==> config.mk <==
export PLATFORM = sky130hd
export DESIGN_NAME = pipe_scoreboard_ctrl
export DESIGN_NICKNAME = d
export VERILOG_FILES = /design/src/rtl/pipe_scoreboard_ctrl_pkg.sv /design/src/rtl/pipe_scoreboard_ctrl_counter_bank.sv /design/src/rtl/pipe_scoreboard_ctrl.sv
export SDC_FILE = /design/constraint.sdc
export NUM_CORES = 1
export LEC_CHECK = 0
export CAP_MARGIN = 15
export CORE_UTILIZATION = 47
export CTS_CLUSTER_SIZE = 16
export DETAILED_ROUTE_END_ITERATION = 7
export GPL_TIMING_DRIVEN = 1
export PLACE_DENSITY = 0.66
export SLEW_MARGIN = 20
export SYNTH_ARGS = -nofsm -noshare
export SYNTH_HDL_FRONTEND = slang
export SYNTH_SLANG_ARGS = --single-unit
==> constraint.sdc <==
create_clock -name clk_i -period 8.7 [get_ports clk_i]
set_input_delay 1.74 -clock clk_i [delete_from_list [all_inputs] [get_ports clk_i]]
set_output_delay 1.74 -clock clk_i [all_outputs]
set_load 0.005 [all_outputs]
==> src/rtl/pipe_scoreboard_ctrl_pkg.sv <==
`default_nettype none
// ============================================================================
// Module   : pipe_scoreboard_ctrl_pkg
// Purpose  : Shared types and constants for the pipeline scoreboard/flow
//            controller: controller state encoding and pipeline-register
//            index names (0 = IF/ID ... 3 = MEM/WB).
// Revision : 1.0 - initial release
// ============================================================================
package pipe_scoreboard_ctrl_pkg;

  // RUN   : normal issue, stalls and redirects
  // DRAIN : front end frozen while outstanding long ops retire
  // TRAP  : one-cycle trap acknowledge, whole pipe flushed
  typedef enum logic [1:0] {
    ST_RUN   = 2'd0,
    ST_DRAIN = 2'd1,
    ST_TRAP  = 2'd2
  } sb_state_t;

  // Pipeline register indices into stage_en / stage_clr
  localparam int IF_ID   = 0;
  localparam int ID_EXE  = 1;
  localparam int EXE_MEM = 2;
  localparam int MEM_WB  = 3;

endpackage : pipe_scoreboard_ctrl_pkg
`default_nettype wire

==> src/rtl/pipe_scoreboard_ctrl_counter_bank.sv <==
`default_nettype none
// ============================================================================
// Module   : sb_counter_bank
// Purpose  : NREGS pending-writeback counters (x0 untracked) with one
//            increment and one decrement port per cycle, per-register
//            nonzero / saturation flags and a sticky underflow flag.
// Ports    : clk_i, reset_i        - clock, async active-high reset
//            inc_i, inc_idx_i      - add one pending op for register inc_idx_i
//            dec_i, dec_idx_i      - retire one pending op for dec_idx_i
//            nonzero_o[NREGS]      - counter r is nonzero
//            full_o[NREGS]         - counter r is at 2^CNT_W-1
//            busy_o                - any counter nonzero
//            underflow_o           - sticky: decrement hit a zero counter
// Revision : 1.0 - initial release
// ============================================================================
module sb_counter_bank #(
  parameter int NREGS = 32,
  parameter int CNT_W = 2
) (
  input  logic                     clk_i,
  input  logic                     reset_i,
  input  logic                     inc_i,
  input  logic [$clog2(NREGS)-1:0] inc_idx_i,
  input  logic                     dec_i,
  input  logic [$clog2(NREGS)-1:0] dec_idx_i,
  output logic [NREGS-1:0]         nonzero_o,
  output logic [NREGS-1:0]         full_o,
  output logic                     busy_o,
  output logic                     underflow_o
);

  localparam int IDX_W = $clog2(NREGS);

  logic underflow_q;
  logic underflow_d;
  logic w_dec_valid;
  logic w_same_reg;

  // Completions reported for x0 carry no state and are dropped.
  assign w_dec_valid = dec_i && (dec_idx_i != '0);
  assign w_same_reg  = inc_i && (inc_idx_i == dec_idx_i);

  for (genvar r = 0; r < NREGS; r++) begin : g_reg
    if (r == 0) begin : g_zero
      assign nonzero_o[r] = 1'b0;
      assign full_o[r]    = 1'b0;
    end else begin : g_cnt
      logic [CNT_W-1:0] cnt_q;
      logic [CNT_W-1:0] cnt_d;
      logic             w_inc_hit;
      logic             w_dec_hit;

      assign w_inc_hit = inc_i && (inc_idx_i == IDX_W'(r));
      assign w_dec_hit = w_dec_valid && (dec_idx_i == IDX_W'(r));

      // A simultaneous issue and completion on the same register cancel.
      // The saturation guard is belt-and-braces: the issue logic already
      // refuses to fire a long op into a full counter.
      always_comb begin
        cnt_d = cnt_q;
        if (w_inc_hit && !w_dec_hit) begin
          if (cnt_q != '1) cnt_d = cnt_q + 1'b1;
        end else if (w_dec_hit && !w_inc_hit) begin
          if (cnt_q != '0) cnt_d = cnt_q - 1'b1;
        end
      end

      always_ff @(posedge clk_i or posedge reset_i) begin
        if (reset_i) cnt_q <= '0;
        else         cnt_q <= cnt_d;
      end

      assign nonzero_o[r] = (cnt_q != '0);
      assign full_o[r]    = (cnt_q == '1);
    end
  end

  assign busy_o = |nonzero_o;

  // Underflow: a retire for a register with nothing pending, unless an
  // issue to that same register lands in the same cycle and absorbs it.
  always_comb begin
    underflow_d = underflow_q;
    if (w_dec_valid && !nonzero_o[dec_idx_i] && !w_same_reg) underflow_d = 1'b1;
  end

  always_ff @(posedge clk_i or posedge reset_i) begin
    if (reset_i) underflow_q <= 1'b0;
    else         underflow_q <= underflow_d;
  end

  assign underflow_o = underflow_q;

endmodule : sb_counter_bank
`default_nettype wire

==> src/rtl/pipe_scoreboard_ctrl.sv <==
`default_nettype none
// ============================================================================
// Module   : pipe_scoreboard_ctrl
// Purpose  : Long-latency writeback scoreboard plus trap-drain controller.
//            Stalls ID on pending long results (RAW, WAW, counter full),
//            orders redirects over stalls, and drains outstanding long ops
//            before acknowledging a trap. Drives enable/clear for an
//            NUM_STAGES-deep chain of pipeline registers.
// Ports    : clk_i, reset_i                   - clock, async active-high reset
//            issue_*_i                        - instruction presented in ID
//            complete_valid_i/complete_rd_i   - long unit retired/cancelled
//            ext_stall_i                      - external ID stall (load-use)
//            redirect_valid_i/redirect_stage_i- redirect from that register
//            trap_req_i                       - level trap request
//            pc_en_o, stage_en_o, stage_clr_o - pipeline control
//            issue_fire_o                     - ID instruction accepted
//            trap_ack_o                       - one-cycle trap acknowledge
//            sb_busy_o                        - any long op outstanding
//            err_underflow_o                  - sticky retire-underflow flag
// Revision : 1.0 - initial release
// ============================================================================
module pipe_scoreboard_ctrl
  import pipe_scoreboard_ctrl_pkg::*;
#(
  parameter int NUM_STAGES = 4,
  parameter int NREGS      = 32,
  parameter int CNT_W      = 2
) (
  input  logic                          clk_i,
  input  logic                          reset_i,
  input  logic                          issue_valid_i,
  input  logic [$clog2(NREGS)-1:0]      issue_rs1_i,
  input  logic [$clog2(NREGS)-1:0]      issue_rs2_i,
  input  logic                          issue_rs1_use_i,
  input  logic                          issue_rs2_use_i,
  input  logic [$clog2(NREGS)-1:0]      issue_rd_i,
  input  logic                          issue_rd_we_i,
  input  logic                          issue_long_i,
  input  logic                          complete_valid_i,
  input  logic [$clog2(NREGS)-1:0]      complete_rd_i,
  input  logic                          ext_stall_i,
  input  logic                          redirect_valid_i,
  input  logic [$clog2(NUM_STAGES)-1:0] redirect_stage_i,
  input  logic                          trap_req_i,
  output logic                          pc_en_o,
  output logic [NUM_STAGES-1:0]         stage_en_o,
  output logic [NUM_STAGES-1:0]         stage_clr_o,
  output logic                          issue_fire_o,
  output logic                          trap_ack_o,
  output logic                          sb_busy_o,
  output logic                          err_underflow_o
);

  sb_state_t         state_q;
  sb_state_t         state_d;

  logic [NREGS-1:0]  w_nonzero;
  logic [NREGS-1:0]  w_full;
  logic              w_busy;
  logic              w_rd_nz;
  logic              w_raw;
  logic              w_waw;
  logic              w_sat;
  logic              w_hazard;
  logic              w_stall;
  logic              w_inc;

  // --------------------------------------------------------------------------
  // Hazard detection. x0 never hazards: its nonzero/full flags are tied low.
  // --------------------------------------------------------------------------
  assign w_rd_nz  = (issue_rd_i != '0);
  assign w_raw    = (issue_rs1_use_i && w_nonzero[issue_rs1_i]) ||
                    (issue_rs2_use_i && w_nonzero[issue_rs2_i]);
  // A short op must not overtake a pending long write to the same rd.
  assign w_waw    = issue_rd_we_i && !issue_long_i && w_nonzero[issue_rd_i];
  // Another long op to an rd whose counter is full cannot be tracked.
  assign w_sat    = issue_long_i && issue_rd_we_i && w_full[issue_rd_i];
  assign w_hazard = w_raw || w_waw || w_sat;
  assign w_stall  = issue_valid_i && (w_hazard || ext_stall_i);

  // Only accepted long ops that really write a tracked register count.
  assign w_inc    = issue_fire_o && issue_long_i && issue_rd_we_i && w_rd_nz;

  sb_counter_bank #(
    .NREGS (NREGS),
    .CNT_W (CNT_W)
  ) u_bank (
    .clk_i       (clk_i),
    .reset_i     (reset_i),
    .inc_i       (w_inc),
    .inc_idx_i   (issue_rd_i),
    .dec_i       (complete_valid_i),
    .dec_idx_i   (complete_rd_i),
    .nonzero_o   (w_nonzero),
    .full_o      (w_full),
    .busy_o      (w_busy),
    .underflow_o (err_underflow_o)
  );

  assign sb_busy_o = w_busy;

  // --------------------------------------------------------------------------
  // Controller state register
  // --------------------------------------------------------------------------
  always_ff @(posedge clk_i or posedge reset_i) begin
    if (reset_i) state_q <= ST_RUN;
    else         state_q <= state_d;
  end

  // --------------------------------------------------------------------------
  // Next state and pipeline control. While reset is high every output sits
  // at its idle value regardless of inputs.
  // --------------------------------------------------------------------------
  always_comb begin
    state_d      = state_q;
    pc_en_o      = 1'b1;
    stage_en_o   = '1;
    stage_clr_o  = '0;
    issue_fire_o = 1'b0;
    trap_ack_o   = 1'b0;

    if (!reset_i) begin
      unique case (state_q)
        ST_RUN: begin
          issue_fire_o = issue_valid_i && !w_hazard && !ext_stall_i && !redirect_valid_i;
          if (redirect_valid_i) begin
            // Squash every register younger than or equal to the redirecting
            // one; the fetch side restarts, so PC keeps moving.
            for (int i = 0; i < NUM_STAGES; i++) begin
              if (i <= int'(redirect_stage_i)) stage_clr_o[i] = 1'b1;
            end
          end else if (w_stall) begin
            pc_en_o            = 1'b0;
            stage_en_o[IF_ID]  = 1'b0;
            stage_clr_o[ID_EXE] = 1'b1;
          end
          if (trap_req_i) state_d = ST_DRAIN;
        end

        ST_DRAIN: begin
          // Front end frozen with a bubble into EXE; older stages keep
          // retiring. Redirects and issue are ignored here.
          pc_en_o             = 1'b0;
          stage_en_o[IF_ID]   = 1'b0;
          stage_clr_o[ID_EXE] = 1'b1;
          // A completion this cycle still has to land before the trap.
          if (!w_busy && !complete_valid_i) state_d = ST_TRAP;
        end

        ST_TRAP: begin
          trap_ack_o  = 1'b1;
          stage_clr_o = '1;
          state_d     = ST_RUN;
        end

        default: state_d = ST_RUN;
      endcase
    end
  end

endmodule : pipe_scoreboard_ctrl
`default_nettype wire

### After elaboration in Yosys (flattened, before gate mapping)

Index checks and enable logic that the tools add are counted.

* bits of input ports: 33
* output and inout bits: 13
* bits in registers: 65

* reductions and logical operators: 346
* bitwise operators: 1
* multiplexer cells: 156
* eq/ne operators: 160
* $add $sub $neg: 62
* magnitude comparators: 7

Operators by type and width (number)
* $mux W2: 127
* $reduce_bool A2 Y1: 93
* $eq A5 B5 Y1 const B: 32
* $logic_and A1 B1 Y1: 142
* $ne A2 B2 Y1 const B: 64
* $reduce_and A3 Y1: 32
* $eq A5 B4 Y1 const B: 16
* $logic_not A1 Y1: 70
* $eq A2 B2 Y1 const B: 32
* $add A2 B1 Y2 const B: 31
* $sub A2 B1 Y2 const B: 31
* $eq A5 B3 Y1 const B: 8
* $reduce_or A31 Y1: 1
* $bmux W1 S5: 5
* $lt A5 B6 Y1 const B: 4
* $eq A5 B2 Y1 const B: 4
* $mux W1: 18
* $eq A5 B1 Y1 const B: 2
* $reduce_bool A5 Y1: 2
* $pmux W2 S2: 2
* $pmux W1 S2: 3
* $eq A5 B5 Y1: 1
* $le A2 B2 Y1 const A: 2
* $logic_or A1 B1 Y1: 4
* other kinds (6): 6

### Longest topological paths before layout

Gate-level depths: netlist of the first run.

* depth after elaboration: 21
* gate-level depth with buffers: 15
* mapped depth without buffers: 12

### By module

A second synthesis of the first run with hierarchy kept.

* cells, all modules: 731
* area, all modules: 6022.0 µm²

By module, submodules not included
* sb_counter_bank: times used 1, area each 4594.4 µm², sequential area each 1576.5 µm², cells an instance 607
* pipe_scoreboard_ctrl: times used 1, area each 1427.6 µm², sequential area each 50.0 µm², cells an instance 124

### Least setup slack after synthesis of the first run

OpenSTA, ideal clock, no wires.

* path kind: input-to-output
* from: in issue_rd_i[0]
* to: out stage_en_o[0]
* path slack: 3.367 ns
* stages: 8
* required time: 6.960 ns
* buffers on the path: 2
* arrival: 3.593 ns
* cells stage by stage: buf_2 -> mux4_2 -> nor2b_1 -> nor4_1 -> nor4_4 -> a31o_1 -> a21o_1 -> buf_4

* longest elaborated chain between the ends: 11

RTL lines
* start, declared: line pipe_scoreboard_ctrl.sv:36 `input logic [$clog2(NREGS)-1:0] issue_rd_i,`
* $bmux W1 S5: line pipe_scoreboard_ctrl.sv:75 `assign w_waw = issue_rd_we_i && !issue_long_i && w_nonzero[issue_rd_i];`
* $mux W1 (implied by the code): line pipe_scoreboard_ctrl.sv:75
* $logic_and A1 B1 Y1: line pipe_scoreboard_ctrl.sv:75
* $logic_or A1 B1 Y1: line pipe_scoreboard_ctrl.sv:78 `assign w_hazard = w_raw || w_waw || w_sat;`
* $logic_or A1 B1 Y1 *: line pipe_scoreboard_ctrl.sv:78
* $logic_or A1 B1 Y1 *: line pipe_scoreboard_ctrl.sv:79 `assign w_stall = issue_valid_i && (w_hazard || ext_stall_i);`
* $logic_and A1 B1 Y1 *: line pipe_scoreboard_ctrl.sv:79
* $mux W1 * (2 in a row)
* $pmux W1 S2 *
* $mux W1 *
* end, declared: line pipe_scoreboard_ctrl.sv:46 `output logic [NUM_STAGES-1:0] stage_en_o,`

Mark *: on every way between the ends. The rest lies on a longest branch, timed or not. The select of a mux whose other input is x is not followed.

### Worst setup path in the final report of the first run

* from: in issue_rd_i[1]
* to: out stage_clr_o[1]

* longest elaborated chain between the ends: 11

RTL lines
* $bmux W1 S5: line pipe_scoreboard_ctrl.sv:75
* $mux W1 (implied by the code): line pipe_scoreboard_ctrl.sv:75
* $logic_and A1 B1 Y1: line pipe_scoreboard_ctrl.sv:75
* $logic_or A1 B1 Y1: line pipe_scoreboard_ctrl.sv:78
* $logic_or A1 B1 Y1 *: line pipe_scoreboard_ctrl.sv:78
* $logic_or A1 B1 Y1 *: line pipe_scoreboard_ctrl.sv:79
* $logic_and A1 B1 Y1 *: line pipe_scoreboard_ctrl.sv:79
* $mux W1 *: line pipe_scoreboard_ctrl.sv:132 `end else if (w_stall) begin`
* $mux W1 *: line pipe_scoreboard_ctrl.sv:126 `if (redirect_valid_i) begin`
* $pmux W1 S2 *: line pipe_scoreboard_ctrl.sv:123 `unique case (state_q)`
* $mux W4 *: line pipe_scoreboard_ctrl.sv:122 `if (!reset_i) begin`
* end, declared: line pipe_scoreboard_ctrl.sv:47 `output logic [NUM_STAGES-1:0] stage_clr_o,`

Marked as above.

==> metrics.md, run 1 <==
| Metric | Value |
|---|---|
| Hold wc startpoint | u_bank.g_reg[12].g_cnt.cnt_q[0] |
| Area delta synth->final | 11.7% |
| Clk_lat worst skew | roughly 0.35 ns |
| Warnings, synthesis | 0 |
| Final Util | 54.5% |
| Power per standard cell area | 144 mW/mm² |
| Worst Setup Path Type | in2out |
| Int Pwr | about 0.7 mW |
| Worst endpoint required time | 6.96 ns |
| Via Count | 6,039 |
| Main combinational cell family by area after synthesis | simple AND/OR/NAND/NOR gates |
| Share of layout cells above drive strength 1 | 9.87% |
| Synth top area share | between 20% and 30% |
| Area contributors post-synth | dfrtp_1 (26%), mux4_2 (7.6%), ha_1 (7.0%) |
| Crit Path Max Fanout | 18 |
| Critical Path AT | between 5 and 6 ns |
| Vias in the first global route | roughly 5,700 |
| Post-synthesis simple-gate area fraction | around 30% |
| Setup TNS | 0 ns |
| CP max stage delay | about 0.93 ns |
| Commonest cells after routing, fill and taps aside | nand2_1 (84), o21ai_0 (80), dfrtp_1 (65) |
| Outcome | finished, final reports clean |
| Clock power frac | a little under two fifths |
| Final GP Congestion | ~0.92 |
| Pleak | about 2.8 nW |
| Placed Instances | between 900 and 1,000 |
| Tmin final | 7.12 ns |
| First-pass GRT wire length | roughly 30,000 µm |
| CTS root buf | clkbuf_16 |
| Max-cap violations | 0 |
| CP max-delay cell | clkdlybuf4s50_1 |
| CTS Buffer Depth | 2 |
| Reg-to-Reg Start | u_bank.g_reg[23].g_cnt.cnt_q[1] |
| Fmax | between 0.1 and 0.15 GHz |
| Cell taking the most area after synthesis | dfrtp_1 |
| FFs w/ async S/R, synth | 100% |
| Io pins | 46 |
| Design area | about 0.007 mm² |
| XOR/XNOR share of the synthesized area | less than 1% |
| Largest net degree at the start of global routing | 60 |
| WL final | between 15,000 and 20,000 µm |
| Max-slew violations | 0 |
| Total congestion overflow | 0 |
| Worst-Margin Slew | slightly below 1 ns |
| Post-synth EDFFs | 0 |
| Flop pwr share | between 30% and 40% |
| RSZ-0062 raised after global routing | no |
| Antenna-violating nets left | 0 |
| Vias per cell | around 6.5 |
| Combinational power share | 26.0% |
| Clock sink count | 65 |
| Mux contribution to synthesized area | 12.3% |
| Register area share after synthesis | between 20% and 30% |
| Initial drt markers | 616 |
| Switching pwr | 0.316 mW |
| Yosys reg bits | between 60 and 70 |
| Post-CTS setup buffer count | 0 |
| Worst slew margin | 35.4% |
| Sw Share | between 30% and 40% |
| # hold bufs at CTS | 0 |
| Synth Area in Compound Gates | between 15 and 20% |
| Die Width | 117 µm |
| Adder-cell share of the synthesized area | roughly 7.0% |
| Placed instance area | about 0.0066 mm² |
| Crit path from | issue_rd_i[1] |
| DRC violations left | 0 |
| Hold Path Class | reg2reg |
| Detailed placement HPWL | 14,900 µm |
| Post-CTS Resized | 0 |
| Mean Syn Cell Area | about 8.5 µm² |
| Ant diodes | 0 |
| Most common cell after layout, fill and taps aside | nand2_1 |
| Worst path cell trace | clkdlybuf4s50_1, nand2b_1, nor3b_1, or4_1, nor4_1, o211ai_2, a31o_1, a311oi_2, clkdlybuf4s50_1 |
| H-Tree Depth | 3 |
| WL/cell | between 20 and 25 µm |
| Crit path launch type | input pin |
| Mapped Area | just over 0.006 mm² |
| Final Hold Fails | 0 |
| Clock transition at the registers of the reported paths | approximately 0.06 ns |
| CTS Buf Count | 9 |
| Core Rows | between 40 and 50 |
| Setup violations, final | 0 |
| Initial Utilization | 48.7% |
| Critical Path End Type | output pin |
| Fin nets | a little over 800 |
| Post-synthesis cell count | 733 |
| Gr usage total | a little under a third |
| Post-synth cell types | 73 |
| Core area | between 0.01 and 0.015 mm² |
| Non-filler cells, final | ~920 |
| Initial antenna violation count | 0 |
| Final worst-path cycle share | between 80% and 90% |
| Worst-case clock skew | about 0.0083 ns |
| Cell with the most instances on the worst path | clkdlybuf4s50_1 |
| CTS tree | built |
| # port buffers | 42 |
| First-pass DRT Iterations | 5 |
| VDD IR-drop max | approximately 110 µV |
| Die area | about 0.014 mm² |
| Ys flop type | dfrtp_1 |
| Die H | about 120 µm |
sequential cells by signal, indices dropped and copies added, names as in the netlist:
register and cells:
state_q 2, u_bank.g.g_cnt.cnt_q 62, u_bank.underflow_o 1
worst paths after layout:
kind,end,cells after the start,slack [ns]
worst max-delay path,stage_clr_o[1],9,1.58
worst min-delay path,u_bank.g_reg[12].g_cnt.cnt_q[0],1,0.52
worst max register to register,u_bank.g_reg[17].g_cnt.cnt_q[0],11,4.88
worst min register to register,u_bank.g_reg[12].g_cnt.cnt_q[0],1,0.52
max in group asynchronous,u_bank.g_reg[18].g_cnt.cnt_q[1],3,5.79
min in group asynchronous,u_bank.g_reg[4].g_cnt.cnt_q[0],2,1.84
Yosys cell counts, drive strengths merged (18+ instances only):
cell	number
a21oi	29
buf	29
clkbuf	18
dfrtp	65
ha	35
mux2i	26
mux4	21
nand2	84
nand3	20
nor2	56
nor2b	48
nor3	45
o21ai	80
critical path: cells and delay by family:
family,cells,cell delay [ns]
AO/OA/AOI/OAI,3,0.73
AND/OR/NAND/NOR,4,1.45
buffers and inverters,2,1.46
cells by family after synthesis:
family,Yosys count
xor gates and xnor gates,5
other,1
AOI/OAI and AO/OA,191
DFF,65
buffers and inverters,56
and+or+nand+nor,330
muxes,50
adders and majority gates,35
power groups by stage:
stage / Sequential (mW) / Clock (mW) / Combinational, mW
2_1_floorplan: 0.351 / 0 / 0.175
3_3_place_gp: 0.360 / 0 / 0.250
4_1_cts: 0.357 / 0.388 / 0.258
5_1_grt: 0.363 / 0.400 / 0.283
6_report: 0.358 / 0.384 / 0.261
3_5_place_dp: 0.362 / 0 / 0.257
per-layer routing:
layer  global-route usage [%]  part of all wire, %  vias to the layer above
li1                         -                    -                     2745
met1                     40.1                   44                     2977
met2                     48.7                   45                      265
met3                     6.75                  8.0                       52
met4                     10.9                  3.0                        0
met5                        0                    0                        -
final cells by class:
type	count	area, µm²
Fill cell	1208	5820
Multi-Input combinational cell	614	4320
Sequential cell	65	1630
Timing Repair Buffer	46	450
Clock buffer	14	274
Tap cell	172	215
Clock inverter	2	35.0
Inverter	9	33.8
per-stage QoR:
stage	setup WS [ns]	power (mW)	hold slack, ns
after floorplan	3.37	0.527	0.486
after global placement	1.64	0.611	0.500
after detailed placement	1.61	0.619	0.511
after CTS	1.60	1.00	0.520
after global routing	1.41	1.05	0.557
final	1.58	1.00	0.516
No activity file was read; power rests on OpenSTA's default activity.
==> run 2: changes to the inputs <==
clock period = 7.15 ns   (was 8.7 ns; I/O delays follow)
==> run 2 against run 1 <==
Net effect: utilization up 0.32 points; global-route usage up 0.31 points; sequential share of layout area down 0.14 points; cell area up 0.59%; first-iteration DRC count up 5.0%; register-to-register slack worse by 1.5 ns; sequential power up 22%; clock skew down 0.0013 ns; via count down 1.9%; setup slack worse by 0.80 ns; critical path depth unchanged; die area unchanged; critical endpoint unchanged.
==> metrics.md, run 2 (synthesized netlist as in run 1, its figures left out) <==
| Metric | Value |
|---|---|
| Worst slew margin | between 30% and 40% |
| Hold WS | between 0.5 and 0.6 ns |
| Fmax | approximately 0.16 GHz |
| Vias in the first global route | 5,675 |
| Tmin final | 6.37 ns |
| Final worst-path cycle share | between 80% and 90% |
| Worst path cell trace | clkdlybuf4s50_1, nand2b_1, nor3b_1, or4_1, nor4_1, o211ai_2, a31o_1, a311oi_2, clkdlybuf4s50_1 |
| FILL cells | around 1,200 |
| Post-CTS Resized | 0 |
| Fin nets | 817 |
| Outcome | finished, final reports clean |
| FF-to-FF path depth | 9 |
| Via Count | just under 6,000 |
| Setup TNS | 0 ns |
| Clock sink count | between 60 and 70 |
| Core Rows | between 40 and 50 |
| Total congestion overflow | 0 |
| Pleak | roughly 2.8 nW |
| Die Width | 117 µm |
| Placed Instances | 910 |
| Capturing point of the worst reg2reg path | u_bank.g_reg[13].g_cnt.cnt_q[0] |
| Ant diodes | 0 |
| Most common cell after layout, fill and taps aside | nand2_1 |
| Hold path depth | 1 |
| Clock transition at the registers of the reported paths | around 0.050 ns |
| Multi-input logic area | 0.00432 mm² |
| H-Tree Depth | 3 |
| CTS root buf | clkbuf_16 |
| Worst Setup Path Type | in2out |
| WL final | between 20,000 and 25,000 µm |
| Die area | around 0.014 mm² |
| Crit Path Max Fanout | 13 |
| Final Util | approximately 55% |
| Die H | 117 µm |
| Detailed placement HPWL | around 15,000 µm |
| Io pins | 46 |
| Non-filler cells, final | ~930 |
| Largest register FFs | a little over 60 |
| Critical Path End Type | output pin |
| Reg-to-Reg Start | u_bank.g_reg[23].g_cnt.cnt_q[1] |
| Hold wc startpoint | u_bank.g_reg[7].g_cnt.cnt_q[0] |
| DP Worst Slack | 0.856 ns |
| CTS Buf Count | 9 |
| Final GP Congestion | between 0.9 and 1 |
| Clk_lat worst skew | between 0.3 and 0.4 ns |
| Max-slew violations | 0 |
| CTS tree | built |
| Hold Path Sink | u_bank.g_reg[7].g_cnt.cnt_q[0] |
| CTS Buffer Depth | 2 |
| Crit path launch type | input pin |
| Vias per cell | approximately 6.4 |
| Largest net degree at the start of global routing | ~40 |
| Power per standard cell area | about 180 mW/mm² |
| Share of layout cells above drive strength 1 | approximately a tenth |
| Initial antenna violation count | 0 |
| First-pass GRT wire length | 30,800 µm |
| Worst setup margin | between 0.7 and 0.8 ns |
| Worst endpoint required time | roughly 5.7 ns |
| Initial drt markers | 647 |
| R2R Setup Slk | 3.36 ns |
| Sequential cell area | 0.00163 mm² |
| Commonest cells after routing, fill and taps aside | nand2_1 (84), o21ai_0 (80), dfrtp_1 (65) |
| Critical Path AT | slightly below 5 ns |
| Antenna-violating nets left | 0 |
| Final Hold Fails | 0 |
| # port buffers | 42 |
| Gr usage total | between 30% and 40% |
| WL/cell | roughly 22 µm |
| Largest Register | u_bank.g.g_cnt.cnt_q |
| Worst-Margin Slew | 0.992 ns |
| VDD IR-drop max | approximately 140 µV |
| Max-cap violations | 0 |
| Hold Path Class | reg2reg |
| CP max-delay cell | clkdlybuf4s50_1 |
| RSZ-0062 raised after global routing | no |
| Area delta synth->final | 12.4% |
| Initial Utilization | between 40% and 50% |
| Post-CTS setup buffer count | 0 |
| Setup violations, final | 0 |
| CP max stage delay | ~0.66 ns |
| # hold bufs at CTS | 0 |
| Core area | ~0.013 mm² |
| DRC violations left | 0 |
| Worst-case clock skew | slightly below 0.007 ns |
| First-pass DRT Iterations | 5 |
| Cell with the most instances on the worst path | clkdlybuf4s50_1 |
## run 2: cell types whose count changed in the layout (fill, tap and decap cells not counted)
cell,change
clkbuf_1,-2
bufinv_16,+1
clkinv_4,+2
clkinvlp_4,+1
clkbuf_8,-3
buf_4,+4
clkinv_2,+1
## run 2: cell type report
| cell class | count | share of cell area, % |
|---|---|---|
| Timing Repair Buffer | 50 | 6.87 |
| Sequential cell | 65 | 23.2 |
| Clock inverter | 7 | 1.36 |
| Clock buffer | 9 | 3.22 |
| Inverter | 9 | 0.483 |
| Tap cell | 172 | 3.08 |
| Multi-Input combinational cell | 614 | 61.7 |
## run 2: power by group
part           leakage [nW]  internal, mW  total (mW)  switching [mW]
Clock                 0.155         0.305       0.482           0.177
Combinational          1.80         0.147       0.321           0.174
Sequential            0.887         0.393       0.438          0.0446
## run 2: how the worst max path moves through the flow
stage                   from              to  slack [ns]  cells after the start
6_report       issue_rd_i[2]  stage_clr_o[1]        0.78                      9
5_1_grt        issue_rd_i[2]  stage_clr_o[1]        0.61                      9
4_1_cts        issue_rd_i[1]  stage_clr_o[1]        0.83                      9
3_5_place_dp   issue_rd_i[1]  stage_clr_o[1]        0.86                      9
3_3_place_gp   issue_rd_i[1]  stage_clr_o[1]        0.96                      9
2_1_floorplan  issue_rd_i[0]   stage_en_o[0]        2.44                      8
## run 2: worst max-delay path: cells and delay by family
| family | cells | cell delay, ns |
|---|---|---|
| simple gates | 4 | 1.55 |
| compound gates | 3 | 0.75 |
| buf+inv | 2 | 1.20 |
## run 2: stage by stage
step / instance area, µm² / total power [mW]
2_1_floorplan: 6230 / 0.641
3_3_place_gp: 6680 / 0.748
3_5_place_dp: 6680 / 0.758
4_1_cts: 7000 / 1.24
5_1_grt: 7000 / 1.29
6_report: 7000 / 1.24
## run 2: per-layer routing
| metal | vias to the layer above | global-route usage (%) | share of wire, % |
|---|---|---|---|
| li1 | 2753 | - | - |
| met1 | 2859 | 39.5 | 43 |
| met2 | 282 | 49.9 | 47 |
| met3 | 31 | 8.96 | 8.8 |
| met4 | 0 | 8.44 | 1.4 |
| met5 | - | 0 | 0 |
==> run 3: changes to the inputs <==
PLACE_DENSITY = unset   (was 0.66)
PLACE_DENSITY_LB_ADDON = 0.08   (was unset)
RECOVER_POWER = 50   (was unset)
==> run 3 against run 2 <==
Net effect: the run now ends with max-capacitance violations, max-slew violations left; first-iteration DRC count grew 2.5%; critical path depth is the same; wire length shrank 0.23%; global-route usage grew 0.054 points; non-clock buffer count shrank 1; sequential power is essentially flat; die area is the same; cell area is the same; via count grew 0.73%; register-to-register slack lost 0.09 ns; largest cell class unchanged; largest power group unchanged.
==> metrics.md, run 3 (synthesized netlist as in run 1, its figures left out) <==
| Metric | Value |
|---|---|
| Clk_lat worst skew | around 0.35 ns |
| Post-CTS setup buffer count | 0 |
| Fmax | ~0.16 GHz |
| Detailed placement HPWL | 15,200 µm |
| Power per standard cell area | between 150 and 200 mW/mm² |
| Sw Share | between 30% and 40% |
| Final worst-path cycle share | between 80 and 90% |
| Initial Utilization | ~49% |
| Area delta synth->final | 12.4% |
| Vias per cell | approximately 6.5 |
| First-pass DRT Iterations | 5 |
| Reg-to-Reg Start | u_bank.g_reg[23].g_cnt.cnt_q[0] |
| Clock power frac | around 40% |
| Hold wc startpoint | u_bank.g_reg[12].g_cnt.cnt_q[0] |
| Worst-case clock skew | between 0.007 and 0.008 ns |
| R2R Setup Slk | 3.27 ns |
| CTS root buf | clkbuf_16 |
| Crit Path Max Fanout | 16 |
| Setup TNS | 0 ns |
| Die area | 0.0137 mm² |
| Capturing point of the worst reg2reg path | u_bank.g_reg[26].g_cnt.cnt_q[0] |
| Ant diodes | 0 |
| Gr usage total | around 31% |
| Hold WS | approximately 0.52 ns |
| Critical Path AT | approximately 4.8 ns |
| Grt met3 use | under 10% |
| RSZ-0062 raised after global routing | no |
| Worst endpoint required time | approximately 5.7 ns |
| Crit path launch type | input pin |
| Most Crowded Layer GR | met2 |
| Clock sink count | 65 |
| Core Rows | between 40 and 50 |
| Via Count | ~6,000 |
| Share of layout cells above drive strength 1 | 10.1% |
| Max-cap violations | 1 |
| CTS Buffer Depth | 2 |
| Initial drt markers | approximately 660 |
| Hold Path Sink | u_bank.g_reg[12].g_cnt.cnt_q[0] |
| Tmin final | 6.23 ns |
| Design Power | around 1.3 mW |
| Pleak | ~2.8 nW |
| Total congestion overflow | 0 |
| GR Util met1 | 42.4% |
| Io pins | 46 |
| CTS Buf Count | 9 |
| Worst slew margin | -36.6% |
| Most common cell after layout, fill and taps aside | nand2_1 |
| Worst Setup Path Type | in2out |
| Antenna-violating nets left | 0 |
| Final GP Congestion | about 1 |
| Largest Register | u_bank.g.g_cnt.cnt_q |
| DRC violations left | 0 |
| Worst-Margin Slew | 2.05 ns |
| Hold Path Class | reg2reg |
| Final Hold Fails | 0 |
| Placed instance area | 0.00667 mm² |
| Core area | 0.0128 mm² |
| Largest register FFs | a little over 60 |
| Commonest cells after routing, fill and taps aside | nand2_1 (84), o21ai_0 (80), dfrtp_1 (65) |
| Max-slew violations | 38 |
| Switching pwr | 0.391 mW |
| VDD IR-drop max | about 110 µV |
| Setup violations, final | 0 |
| Hold path depth | 1 |
| WL/cell | roughly 22 µm |
| CTS tree | built |
| Crit path from | issue_rs1_i[2] |
| Vias in the first global route | between 5,000 and 6,000 |
| Die Width | between 100 and 150 µm |
| Initial antenna violation count | 0 |
| H-Tree Depth | 3 |
| # hold bufs at CTS | 0 |
| Critical Path End Type | output pin |
| Int Pwr | around 0.86 mW |
| # port buffers | 42 |
| Largest net degree at the start of global routing | 38 |
| Design area | around 0.0070 mm² |
| WL final | between 20,000 and 25,000 µm |
| Flop pwr share | between 30% and 40% |
| Post-CTS Resized | 0 |
| First-pass GRT wire length | between 30,000 and 40,000 µm |
| Combinational power share | approximately 25% |
| Fin nets | just over 800 |
| FF-to-FF path depth | 11 |
| GR Util met2 | a little under half |
| Violated checks | max-capacitance violations, max-slew violations |
| Outcome | finished, violations left |
| Die H | about 120 µm |
| Clock transition at the registers of the reported paths | around 0.06 ns |
==> run 3: layout make-up <==
cell class | instances | area, µm²
clock buffers | 12 | 256
clock inverters | 4 | 75.1
fillers | 1178 | 5780
inverters | 9 | 33.8
multi-input cells | 614 | 4320
flip-flops and latches | 65 | 1630
well taps | 172 | 215
repair buffers | 49 | 469
==> run 3: worst max path at each step <==
| stage | to | slack (ns) | cells after the start |
|---|---|---|---|
| after detailed placement | stage_clr_o[1] | 0.96 | 9 |
| final | issue_fire_o | 0.92 | 9 |
| after global routing | issue_fire_o | 0.78 | 9 |
| after CTS | stage_clr_o[1] | 0.96 | 9 |
| after global placement | stage_clr_o[1] | 1.06 | 9 |
| after floorplan | stage_en_o[0] | 2.44 | 8 |
==> run 3: power by group through the flow <==
stage,sequential (mW),combinational [mW],clock [mW]
after floorplan,0.427,0.213,0
after global placement,0.443,0.309,0
after detailed placement,0.444,0.313,0
after CTS,0.437,0.315,0.506
after global routing,0.444,0.343,0.522
final,0.439,0.315,0.500
==> run 3: worst max-delay path, cell delays in order <==
cell	delay, ns
dlygate4sd3_1	0.96
nor4b_1	0.31
nor4_1	0.09
a211oi_1	0.34
nand4b_1	0.24
nor4_4	0.42
nand3_1	0.18
nor3_1	0.28
clkdlybuf4s50_1	0.55
==> run 3: metal layers <==
metal / up-vias / routed length [µm]
met2: 300 / 8770
met5: - / 0
li1: 2756 / -
met4: 0 / 682
met1: 2860 / 8870
met3: 52 / 1710
==> run 3: stage by stage <==
| step | setup slack, ns | std cells | utilization [%] |
|---|---|---|---|
| 3_5_place_dp | 0.956 | 909 | 52.2 |
| 6_report | 0.925 | 925 | 54.8 |
| 2_1_floorplan | 2.44 | 735 | - |
| 5_1_grt | 0.778 | 925 | 54.8 |
| 3_3_place_gp | 1.06 | 909 | 52.2 |
| 4_1_cts | 0.957 | 925 | 54.8 |
